**src/rtl/tono_pkg.sv**
```systemverilog
// Shared constants and types for the buzzer tone generator.
package tono_pkg;

  localparam int WIDTH_DEF      = 52;
  localparam int MIN_PERIOD_DEF = 2;

  typedef enum logic {
    IDLE = 1'b0,
    RUN  = 1'b1
  } estado_t;

  typedef logic [WIDTH_DEF-1:0] periodo_t;

endpackage

```
**src/rtl/contador_periodo.sv**
```systemverilog
// Half-period cycle counter: counts up from 0, flags the last cycle of the half period.
module contador_periodo
  import tono_pkg::*;
#(
  parameter int WIDTH = WIDTH_DEF
) (
  input  logic             clk,
  input  logic             reset,
  input  logic             clr,
  input  logic [WIDTH-1:0] periodo,
  output logic [WIDTH-1:0] cnt,
  output logic             fin
);

  localparam logic [WIDTH-1:0] UNO = {{(WIDTH-1){1'b0}}, 1'b1};

  always_ff @(posedge clk or negedge reset) begin
    if (!reset)   cnt <= '0;
    else if (clr) cnt <= '0;
    else          cnt <= cnt + UNO;
  end

  assign fin = (cnt == (periodo - UNO));

endmodule

```
**src/rtl/generador_tono.sv**
```systemverilog
// Glitch-free square-wave generator for the board buzzer; changes apply only on half-period boundaries.
// Optional full-period counter output `ciclos` enabled by defining CONTADOR_CICLOS_EN.
module generador_tono
  import tono_pkg::*;
#(
  parameter int WIDTH      = WIDTH_DEF,
  parameter int MIN_PERIOD = MIN_PERIOD_DEF
) (
  input  logic             clk,
  input  logic             reset,
  input  logic             enable,
  input  logic [WIDTH-1:0] sonido,
  output logic             altavoz,
  output logic             activo,
`ifdef CONTADOR_CICLOS_EN
  output logic [15:0]      ciclos,
`endif
  output logic             recarga
);

  localparam logic [WIDTH-1:0] MINP = WIDTH'(MIN_PERIOD);

  estado_t          estado, estado_d;
  logic [WIDTH-1:0] periodo, periodo_d;
  logic [WIDTH-1:0] cnt;
  logic             altavoz_d, recarga_d;
  logic             req, fin, clr;

  assign req = enable && (sonido >= MINP);
  // Counter is held at 0 in IDLE and restarts at every boundary.
  assign clr = (estado == IDLE) || fin;

  contador_periodo #(.WIDTH(WIDTH)) u_contador (
    .clk     (clk),
    .reset   (reset),
    .clr     (clr),
    .periodo (periodo),
    .cnt     (cnt),
    .fin     (fin)
  );

  always_comb begin
    estado_d  = estado;
    periodo_d = periodo;
    altavoz_d = altavoz;
    recarga_d = 1'b0;
    case (estado)
      IDLE: begin
        altavoz_d = 1'b0;
        if (req) begin
          estado_d  = RUN;
          periodo_d = sonido;
          altavoz_d = 1'b1;
          recarga_d = 1'b1;
        end
      end
      RUN: begin
        if (fin) begin
          if (req) begin
            altavoz_d = ~altavoz;
            periodo_d = sonido;
            recarga_d = 1'b1;
          end else begin
            altavoz_d = 1'b0;
            estado_d  = IDLE;
          end
        end
      end
      default: estado_d = IDLE;
    endcase
  end

  always_ff @(posedge clk or negedge reset) begin
    if (!reset) begin
      estado  <= IDLE;
      periodo <= '0;
      altavoz <= 1'b0;
      recarga <= 1'b0;
    end else begin
      estado  <= estado_d;
      periodo <= periodo_d;
      altavoz <= altavoz_d;
      recarga <= recarga_d;
    end
  end

  assign activo = (estado == RUN);

`ifdef CONTADOR_CICLOS_EN
  // A falling edge happens on any boundary taken while the output is high.
  logic cae;
  assign cae = (estado == RUN) && fin && altavoz;

  always_ff @(posedge clk or negedge reset) begin
    if (!reset)                         ciclos <= '0;
    else if (estado == IDLE && req)     ciclos <= '0;
    else if (cae && ciclos != 16'hFFFF) ciclos <= ciclos + 16'd1;
  end
`endif

endmodule

```
**config.mk**
```make
export PLATFORM = sky130hd
export DESIGN_NAME = generador_tono
export DESIGN_NICKNAME = d
export VERILOG_FILES = /design/src/rtl/tono_pkg.sv /design/src/rtl/contador_periodo.sv /design/src/rtl/generador_tono.sv
export SDC_FILE = /design/constraint.sdc
export NUM_CORES = 1
export LEC_CHECK = 0
export CAP_MARGIN = 20
export CELL_PAD_IN_SITES_DETAIL_PLACEMENT = 0
export CELL_PAD_IN_SITES_GLOBAL_PLACEMENT = 1
export CORE_UTILIZATION = 43
export CTS_BUF_LIST = sky130_fd_sc_hd__clkbuf_4
export CTS_CLUSTER_DIAMETER = 200
export CTS_CLUSTER_SIZE = 14
export DETAILED_ROUTE_END_ITERATION = 8
export PLACE_DENSITY = 0.77
export SLEW_MARGIN = 40
export SYNTH_ARGS = -nofsm -noshare
export SYNTH_HDL_FRONTEND = slang
export SYNTH_HIERARCHICAL = 1
export SYNTH_SLANG_ARGS = --single-unit
```
**constraint.sdc**
```tcl
create_clock -name clk -period 9.05 [get_ports clk]
set_input_delay 1.81 -clock clk [delete_from_list [all_inputs] [get_ports clk]]
set_output_delay 1.81 -clock clk [all_outputs]
set_load 0.005 [all_outputs]
```
==> qor.yml, run 1 <==
synth_area_per_cell_sq_um: 9.74
maxSlewViolCount: 0
hold_buffers: 0
critical_path.top_delay_family: "simple AND/OR/NAND/NOR gates"
ys_ff_latch: 107
post_cts_buffers: 0
cts_tree: "done"
ant_nets: 0
cp_cell_sequence: "inv_1 -> ha_1 -> nor3b_2 -> nand3_2 -> or4b_1 -> or4_4 -> xnor2_2 -> nand4_1 -> or3_1 -> nor4_2 -> nand2b_4 -> and2_1 -> o41ai_4 -> buf_4 -> mux2_1"
status: "finished, violations left"
worst_pin_slew_ns: 0.803
drv_cap: 0
met2_usage_pct: 37.5
grt_use_total_pct: 22.3
endpoint_kind: "flip-flop"
violations: "DRC"
setup_viol: 0
cts.clk_slew.worst_paths_ns: 0.15
synth_ff_type: "dfrtp_1"
use_met3_pct: 4.66
drive_above_1_share_pct: 11.9
leakage_nw: 3.38
cts.sinks: 107
antenna_found_initial: 0
hold_start: "periodo[51]$_DFFE_PN0P_"
cp_slowest_cell: "or4b_1"
ff2ff_setup_slack_ns: 3.74
cpPeakStageDelay_ns: 0.76
synthesis.area_sq_um: 6530
fin_crit_sh_pct: 58.6
yosysMostFrequentCell: "dfrtp_1"
grt_max_degree: 61
worstSetupPathType: "reg2reg"
hold_path_end: "periodo[51]$_DFFE_PN0P_"
synthesis.nets: 727
wirelength_um: 16700
top_usage_layer: "met2"
async_flop_share_pct: 100
drc: 4
synthTopCellsByCount: "dfrtp_1, nor2_1, xnor2_1, xor2_1, mux2_2"
synth_cell_types: 53
ioPinCount: 58
synth_top_area_cell: "dfrtp_1"
die_height_um: 125
via_per_inst: 5.71
hold_violations: 0
gr-total-overflow: 0
pwr_density_cell_nw_per_um2: 107
dieArea_sq_um: 15700
irDropWorstVdd_uv: 79.5
path_max_fanout: 55
fin_worst_skew_ns: 0.0188
io_buffers: 57
first_pass_iters: 9
placementRows: 44
cp.required_ns: 9.43
synth_area_leaders: "dfrtp_1, xnor2_1, mux2_2, xor2_1, nor2_1"
initial_core_util_pct: 44.4
area_growth_syn_to_layout_pct: 13.0
min_path_type: "reg2reg"
min_period_ns: 5.31
grt_pass1_vias: 5228
cts_buffers: 9
netlist.area_leader.share_pct: 41.0
vias: 5170
r2r_start: "periodo[0]$_DFFE_PN0P_"
yosysWarnings: 6
synthCells: 670
cts_resized: 0
yosysSeqAreaShare_pct: 41.0
timing.rr.end: "periodo[35]$_DFFE_PN0P_"
nNetsFinal: 774
arrival_ns: 5.69
cp.buffers_inverters: 2
slew_headroom_pct: 46.0
drt_iter0_markers: 385
worstSetupStartpointType: "flip-flop"
htree_levels: 3
root_buffer: "clkbuf_4"
diodes: 0
power.total_mw: 0.788
coreArea_sq_um: 14700
clock_latency_ns: 0.50
synth_edf_count: 0
cts_max_path_buffers: 2
grt_pass1_wl_um: 27400
die_x_um: 125
min_path_cells: 1
n_fill_cell: 1375
reg2reg_depth: 15
gp_congestion: 0.883
fmax_mhz: 188
hpwl_um: 12600
rsz0062_at_grt: "no"
use_met1_pct: 29.3
post_drt_wl_per_cell_um: 18.4
setup_tns_ns: 0
## logic make-up (layout without fill, tap and decap cells)
family / Yosys count / after routing / share of synthesized area (%)
and+or+nand+nor: 295 / 295 / 24.6
xor gates and xnor gates: 122 / 122 / 16.5
DFF: 107 / 107 / 41.0
AOI/OAI and AO/OA: 55 / 55 / 5.40
muxes: 54 / 54 / 9.28
buffers and inverters: 35 / 86 / 2.84
adders and majority gates: 2 / 2 / 0.383
## worst max path at each step
stage,from,to,slack (ns),depth (start not counted)
final,periodo[0]$_DFFE_PN0P_,periodo[35]$_DFFE_PN0P_,3.74,15
after CTS,periodo[0]$_DFFE_PN0P_,periodo[35]$_DFFE_PN0P_,3.76,15
after global placement,periodo[0]$_DFFE_PN0P_,periodo[4]$_DFFE_PN0P_,3.53,15
after global routing,periodo[0]$_DFFE_PN0P_,periodo[35]$_DFFE_PN0P_,3.30,15
after detailed placement,periodo[0]$_DFFE_PN0P_,periodo[4]$_DFFE_PN0P_,3.79,15
after floorplan,periodo[0]$_DFFE_PN0P_,periodo[3]$_DFFE_PN0P_,4.87,16
## where the power goes
group	leakage [nW]	switching (mW)	total (mW)	internal, mW
logic	1.83	0.0187	0.0406	0.0219
clock network	0.0792	0.161	0.269	0.109
registers	1.47	0	0.478	0.478
total	3.38	0.179	0.788	0.609
## registers in the layout, indices dropped and copies added, names as in the netlist
signal          cells
activo              1
altavoz             1
u_contador/cnt     52
periodo            52
recarga             1
## worst register-to-register path, cell delays in order (launching register included)
cell      delay (ns)
dfrtp_1         0.46
inv_1           0.09
ha_1            0.19
nor3b_2         0.43
nand3_2         0.27
or4b_1          0.76
or4_4           0.49
xnor2_2         0.15
nand4_1         0.09
or3_1           0.42
nor4_2          0.31
nand2b_4        0.56
and2_1          0.26
o41ai_4         0.09
buf_4           0.28
mux2_1          0.38
## layout make-up
type / instances / area [sq um] / share of cell area, %
inverters: 10 / 37.5 / 0.509
clock inverters: 6 / 81.3 / 1.10
repair buffers: 61 / 602 / 8.16
clock buffers: 9 / 67.6 / 0.916
multi-input cells: 528 / 3680 / 49.9
flip-flops and latches: 107 / 2680 / 36.3
well taps: 184 / 230 / 3.12
## per-layer routing
layer	vias to the layer above	part of all wire [%]	routed length (um)
met5	-	0	0
met4	0	1.1	189
met3	14	4.7	786
met2	131	48	7950
met1	2539	46	7740
li1	2486	-	-
## per-stage QoR
stage	instance area (sq um)	hold WS, ns	setup WS, ns	instances	utilization, %
global route	7380	0.576	3.30	905	50.2
CTS	7370	0.563	3.76	905	50.1
global placement	7210	0.521	3.53	890	49.1
finish	7380	0.555	3.74	905	50.2
floorplan	6530	0.481	4.87	670	-
detailed placement	7220	0.528	3.79	890	49.1
## cell usage in the layout, fill, tap and decap left out, types with 3 or more instances in the layout
master,synthesis,layout
dfrtp_1,107,107
nor2_1,73,73
xnor2_1,67,67
clkdlybuf4s50_1,0,56
xor2_1,54,54
mux2_2,47,47
nand2_1,44,44
nor4_1,31,30
nand3_1,30,30
nor3_1,26,26
nand4_1,19,19
a21oi_1,18,18
o21ai_0,15,15
and3_1,13,13
or3_1,11,11
inv_1,10,10
clkbuf_4,0,9
and4_1,7,7
or4_1,7,7
nor2b_1,6,6
mux2_1,5,5
or2_2,5,5
buf_4,2,4
a31oi_1,4,4
nor4_4,3,3
nand4b_1,3,3
nand2b_1,4,3
nor4_2,2,3
Power figures use the tool's default switching activity.
==> run 2: changes to the inputs <==
Settings changed: CORE_UTILIZATION 43 to 42, PLACE_DENSITY 0.77 to 0.78.
Clock period 9.05 ns to 4.68 ns, I/O delays scaled along.
==> qor.yml, run 2 (synthesized netlist as in run 1, its figures left out) <==
irDropWorstVdd_uv: 173
post_drt_wl_per_cell_um: 18.2
gp_congestion: 0.879
arrival_ns: 4.73
fin_worst_skew_ns: 0.0197
sw_frac_of_total_pct: 22.8
ff2ff_setup_slack_ns: 0.33
cts_tree: "done"
p_comb_share_pct: 5.1
top_regs: "periodo x52, u_contador/cnt x52"
initial_core_util_pct: 42.9
io_buffers: 57
hold_violations: 0
p_clk_share_pct: 34.5
ant_nets: 0
drc: 0
coreArea_sq_um: 15200
final_core_util_pct: 49.3
rsz0062_at_grt: "no"
setup_tns_ns: 0
r2r_start: "periodo[0]$_DFFE_PN0P_"
p_switching_mw: 0.349
cp.required_ns: 5.06
fmax_mhz: 230
cts_buffers: 9
gr-total-overflow: 0
reg2reg_depth: 15
min_period_ns: 4.35
endpoint_kind: "flip-flop"
cts.clk_slew.worst_paths_ns: 0.16
stdcell_count: 925
nNetsFinal: 788
clock_latency_ns: 0.49
min_path_type: "in2async"
vias: 5234
dieArea_sq_um: 16000
die_x_um: 127
fin_crit_sh_pct: 93.0
fin_ws_ns: 0.326
root_buffer: "clkbuf_4"
status: "complete, no violations"
drv_cap: 0
area_growth_syn_to_layout_pct: 14.9
wirelength_um: 16800
cp.buffers_inverters: 2
path_max_fanout: 37
worstSetupStartpointType: "flip-flop"
post_cts_buffers: 0
pwr_density_cell_nw_per_um2: 204
placementRows: 45
most-common-layout-cells: "dfrtp_1, nor2_1, xnor2_1"
first_pass_iters: 5
die_height_um: 127
cpPeakStageDelay_ns: 0.62
setup_viol: 0
place_area_sq_um: 7330
critical_path.top_delay_family: "simple AND/OR/NAND/NOR gates"
via_per_inst: 5.66
dp_slack_ns: 0.254
timing.rr.end: "periodo[19]$_DFFE_PN0P_"
fin_area_sq_um: 7500
worst_pin_slew_ns: 0.732
drt_iter0_markers: 344
internal_power_mw: 1.18
maxSlewViolCount: 0
final_common_cell: "dfrtp_1"
grt_pass1_wl_um: 27500
worstSetupPathType: "reg2reg"
dp.cells: 908
n_fill_cell: 1407
htree_levels: 3
leakage_nw: 3.45
grt_pass1_vias: 5275
grt_max_degree: 82
drive_above_1_share_pct: 13.9
hpwl_um: 12600
cts_max_path_buffers: 2
p_seq_share_pct: 60.4
ioPinCount: 58
cp_cell_sequence: "inv_1 -> ha_1 -> nor3b_2 -> nand3_2 -> or4b_4 -> or4_4 -> xnor2_2 -> nand4_1 -> or3_1 -> nor4_2 -> nand2b_2 -> and2_1 -> o41ai_4 -> buf_4 -> mux2_1"
slew_headroom_pct: 50.9
antenna_found_initial: 1
cp_slowest_cell: "or4b_4"
grt_use_total_pct: 22.1
cts.sinks: 107
==> run 2: worst max path at each step <==
stage | from | to | slack (ns) | cells past startpoint
final | periodo[0]$_DFFE_PN0P_ | periodo[19]$_DFFE_PN0P_ | 0.33 | 15
after floorplan | periodo[0]$_DFFE_PN0P_ | periodo[3]$_DFFE_PN0P_ | 0.50 | 16
after detailed placement | periodo[0]$_DFFE_PN0P_ | periodo[19]$_DFFE_PN0P_ | 0.25 | 15
after global routing | periodo[0]$_DFFE_PN0P_ | periodo[19]$_DFFE_PN0P_ | 0.08 | 15
after CTS | periodo[0]$_DFFE_PN0P_ | periodo[19]$_DFFE_PN0P_ | 0.20 | 15
after global placement | periodo[0]$_DFFE_PN0P_ | periodo[2]$_DFFE_PN0P_ | 0.38 | 15
==> run 2: metrics by stage <==
step                hold WS, ns  total power, mW
finish                    0.452             1.53
global placement          0.518             1.02
detailed placement        0.527             1.02
global route              0.489             1.59
CTS                       0.484             1.56
floorplan                 0.481            0.945
==> run 2: timing repair <==
action | CTS | global route
resized for setup | 0 | 2
hold buffers | 0 | 0
setup endpoints to repair | 0 | 26
==> run 2: layout make-up <==
cell class / instances / area, sq um / share of cell area, %
timing repair buffer: 75 / 709 / 9.46
clock buffer: 9 / 67.6 / 0.901
clock inverter: 7 / 91.3 / 1.22
antenna: 1 / 2.50 / 0.0334
multi-input combinational: 528 / 3680 / 49.0
inverter: 10 / 37.5 / 0.501
sequential: 107 / 2680 / 35.7
tap: 188 / 235 / 3.14
==> run 2: power by group through the flow <==
stage               combinational (mW)  clock [mW]  sequential, mW
finish                          0.0780       0.529           0.925
global route                    0.0854       0.579           0.925
CTS                             0.0807       0.551           0.925
detailed placement              0.0803           0           0.942
global placement                0.0788           0           0.942
floorplan                      0.00301           0           0.942
==> run 2: metal layers <==
| metal | track usage (%) | vias to the layer above | wire [um] |
|---|---|---|---|
| met4 | 8.26 | 0 | 341 |
| met2 | 37.7 | 133 | 8170 |
| met3 | 2.61 | 20 | 646 |
| li1 | - | 2500 | - |
| met5 | 0 | - | 0 |
| met1 | 28.7 | 2581 | 7660 |
==> run 3: changes to the inputs <==
Settings changed: SYNTH_HIERARCHICAL 1 to unset.
==> qor.yml, run 3 <==
status: "complete, no violations"
synth_ff_type: "dfrtp_1"
synth_area_leaders: "dfrtp_1, xnor2_1, a32o_1, xor2_1, nor2b_1"
endpoint_kind: "flip-flop"
coreArea_sq_um: 16000
initial_core_util_pct: 43.5
drive_above_1_share_pct: 6.74
irDropWorstVdd_uv: 154
grt_pass1_vias: 6067
htree_levels: 3
grt_pass1_wl_um: 33200
clock_latency_ns: 0.51
n_fill_cell: 1563
root_buffer: "clkbuf_4"
rsz0062_at_grt: "no"
worst_pin_slew_ns: 0.754
ant_nets: 0
whs_ns: 0.420
die_x_um: 131
hold_violations: 0
placementRows: 46
vias: 6059
worstSetupPathType: "reg2reg"
gr-total-overflow: 0
leakage_nw: 3.50
fin_ws_ns: 0.255
grt_max_degree: 107
synth_edf_count: 0
dieArea_sq_um: 17100
synth_area_per_cell_sq_um: 9.33
ff2ff_setup_slack_ns: 0.25
p_clk_share_pct: 30.9
gp_congestion: 0.960
synth_cell_types: 63
slew_headroom_pct: 49.3
pwr_density_cell_nw_per_um2: 199
nNetsFinal: 853
final_core_util_pct: 49.8
synthCells: 746
post_drt_wl_per_cell_um: 20.3
cts.sinks: 107
fmax_mhz: 226
r2r_start: "periodo[0]$_DFFE_PN0P_"
fin_crit_sh_pct: 94.6
cp_cell_sequence: "inv_1 -> ha_1 -> nor3b_4 -> nand3_4 -> or4_4 -> nor3_2 -> xnor2_1 -> or4_1 -> a2111o_1 -> or4_2 -> buf_4 -> a32o_1"
worstSetupStartpointType: "flip-flop"
cts.clk_slew.worst_paths_ns: 0.18
path_max_fanout: 35
ioPinCount: 58
yosysSeqAreaShare_pct: 38.5
p_switching_mw: 0.451
drt_iter0_markers: 463
setup_viol: 0
synthTopCellsByCount: "dfrtp_1, nor2_1, xnor2_1, xor2_1, nor2b_1"
drv_cap: 0
via_per_inst: 5.95
timing.rr.end: "periodo[9]$_DFFE_PN0P_"
hpwl_um: 15400
yosysMostFrequentCell: "dfrtp_1"
die_height_um: 131
cp.required_ns: 5.09
io_buffers: 57
area_growth_syn_to_layout_pct: 14.5
async_flop_share_pct: 100
min_period_ns: 4.43
dp_slack_ns: 0.235
yosysWarnings: 0
antenna_found_initial: 1
p_comb_share_pct: 10.5
p_seq_share_pct: 58.6
fin_worst_skew_ns: 0.0232
min_path_type: "in2async"
most-common-layout-cells: "dfrtp_1, nor2_1, xnor2_1"
setup_tns_ns: 0
drc: 0
arrival_ns: 4.84
wirelength_um: 20700
internal_power_mw: 1.13
cts_buffers: 9
power.total_mw: 1.58
cp_slowest_cell: "or4_2"
cts_tree: "done"
cpPeakStageDelay_ns: 0.63
cts_max_path_buffers: 2
grt_use_total_pct: 25.9
final_common_cell: "dfrtp_1"
synthesis.nets: 803
maxSlewViolCount: 0
synth_top_area_cell: "dfrtp_1"
synthesis.area_sq_um: 6960
first_pass_iters: 5
ys_ff_latch: 107
netlist.area_leader.share_pct: 38.5
top_regs: "periodo x52, u_contador.cnt x52"
sw_frac_of_total_pct: 28.5
reg2reg_depth: 12
-- run 3: cell count changes after synthesis, sizes merged, moves of 10 or more --
| cell | previous run | this run |
|---|---|---|
| nor2b | 6 | 54 |
| nor2 | 73 | 83 |
| mux2 | 52 | 0 |
| buf | 9 | 21 |
| a21oi | 18 | 6 |
| a32o | 0 | 52 |
-- run 3: cell type report --
cell class | instances | area (sq um) | area share [%]
Timing Repair Buffer | 80 | 797 | 10.0
Sequential cell | 107 | 2680 | 33.6
Tap cell | 216 | 270 | 3.39
Inverter | 9 | 33.8 | 0.424
Antenna cell | 1 | 2.50 | 0.0314
Clock inverter | 7 | 66.3 | 0.833
Multi-Input combinational cell | 589 | 4050 | 50.8
Clock buffer | 9 | 67.6 | 0.849
-- run 3: metal layers --
| layer | share of wire (%) | track usage, % | vias to the layer above |
|---|---|---|---|
| met5 | 0 | 0 | - |
| met4 | 3.9 | 11.6 | 0 |
| met3 | 4.2 | 3.79 | 41 |
| met2 | 48 | 42.7 | 166 |
| met1 | 44 | 33.6 | 3029 |
| li1 | - | - | 2823 |
-- run 3: how the worst max path moves through the flow --
stage                                          to               startpoint  cells past startpoint
after CTS                  periodo[9]$_DFFE_PN0P_   periodo[0]$_DFFE_PN0P_                     12
after global placement     periodo[5]$_DFFE_PN0P_   periodo[2]$_DFFE_PN0P_                     11
final                      periodo[9]$_DFFE_PN0P_   periodo[0]$_DFFE_PN0P_                     12
after global routing      periodo[11]$_DFFE_PN0P_  periodo[18]$_DFFE_PN0P_                     10
after floorplan           periodo[22]$_DFFE_PN0P_   periodo[0]$_DFFE_PN0P_                     13
after detailed placement  periodo[44]$_DFFE_PN0P_   periodo[0]$_DFFE_PN0P_                     12
-- run 3: logic make-up after synthesis --
kind of cell | Yosys count | synth area share [%]
adder cells (fa/ha/maj) | 2 | 0.360
XOR/XNOR | 125 | 15.7
AO/OA/AOI/OAI | 99 | 12.4
flip-flops | 107 | 38.5
AND/OR/NAND/NOR | 358 | 28.7
multiplexers | 5 | 0.719
buffers and inverters | 50 | 3.60
-- run 3: power groups by stage --
| stage | clock network [mW] | logic, mW | registers (mW) |
|---|---|---|---|
| after detailed placement | 0 | 0.165 | 0.944 |
| final | 0.489 | 0.166 | 0.928 |
| after global routing | 0.543 | 0.180 | 0.928 |
| after CTS | 0.511 | 0.166 | 0.928 |
| after floorplan | 0 | 0.0655 | 0.944 |
| after global placement | 0 | 0.163 | 0.944 |
-- run 3: timing repair --
| action | 4_1_cts | 5_1_grt |
|---|---|---|
| hold buffers | 0 | 0 |
| setup endpoints to repair | 0 | 18 |
| gates resized for setup | 0 | 0 |
| setup buffers | 0 | 1 |
-- run 3: critical path: cells and delay by family (launching register included) --
family | cells | cell delay [ns]
adders and majority gates | 1 | 0.26
AOI/OAI and AO/OA | 2 | 0.66
DFF | 1 | 0.48
buffers and inverters | 2 | 0.38
xor gates and xnor gates | 1 | 0.08
and+or+nand+nor | 6 | 2.45
-- run 3: per-stage QoR --
step | instance area, sq um | std cells
finish | 7960 | 1018
global route | 7960 | 1018
CTS | 7950 | 1016
detailed placement | 7820 | 1000
global placement | 7760 | 998
floorplan | 6960 | 746
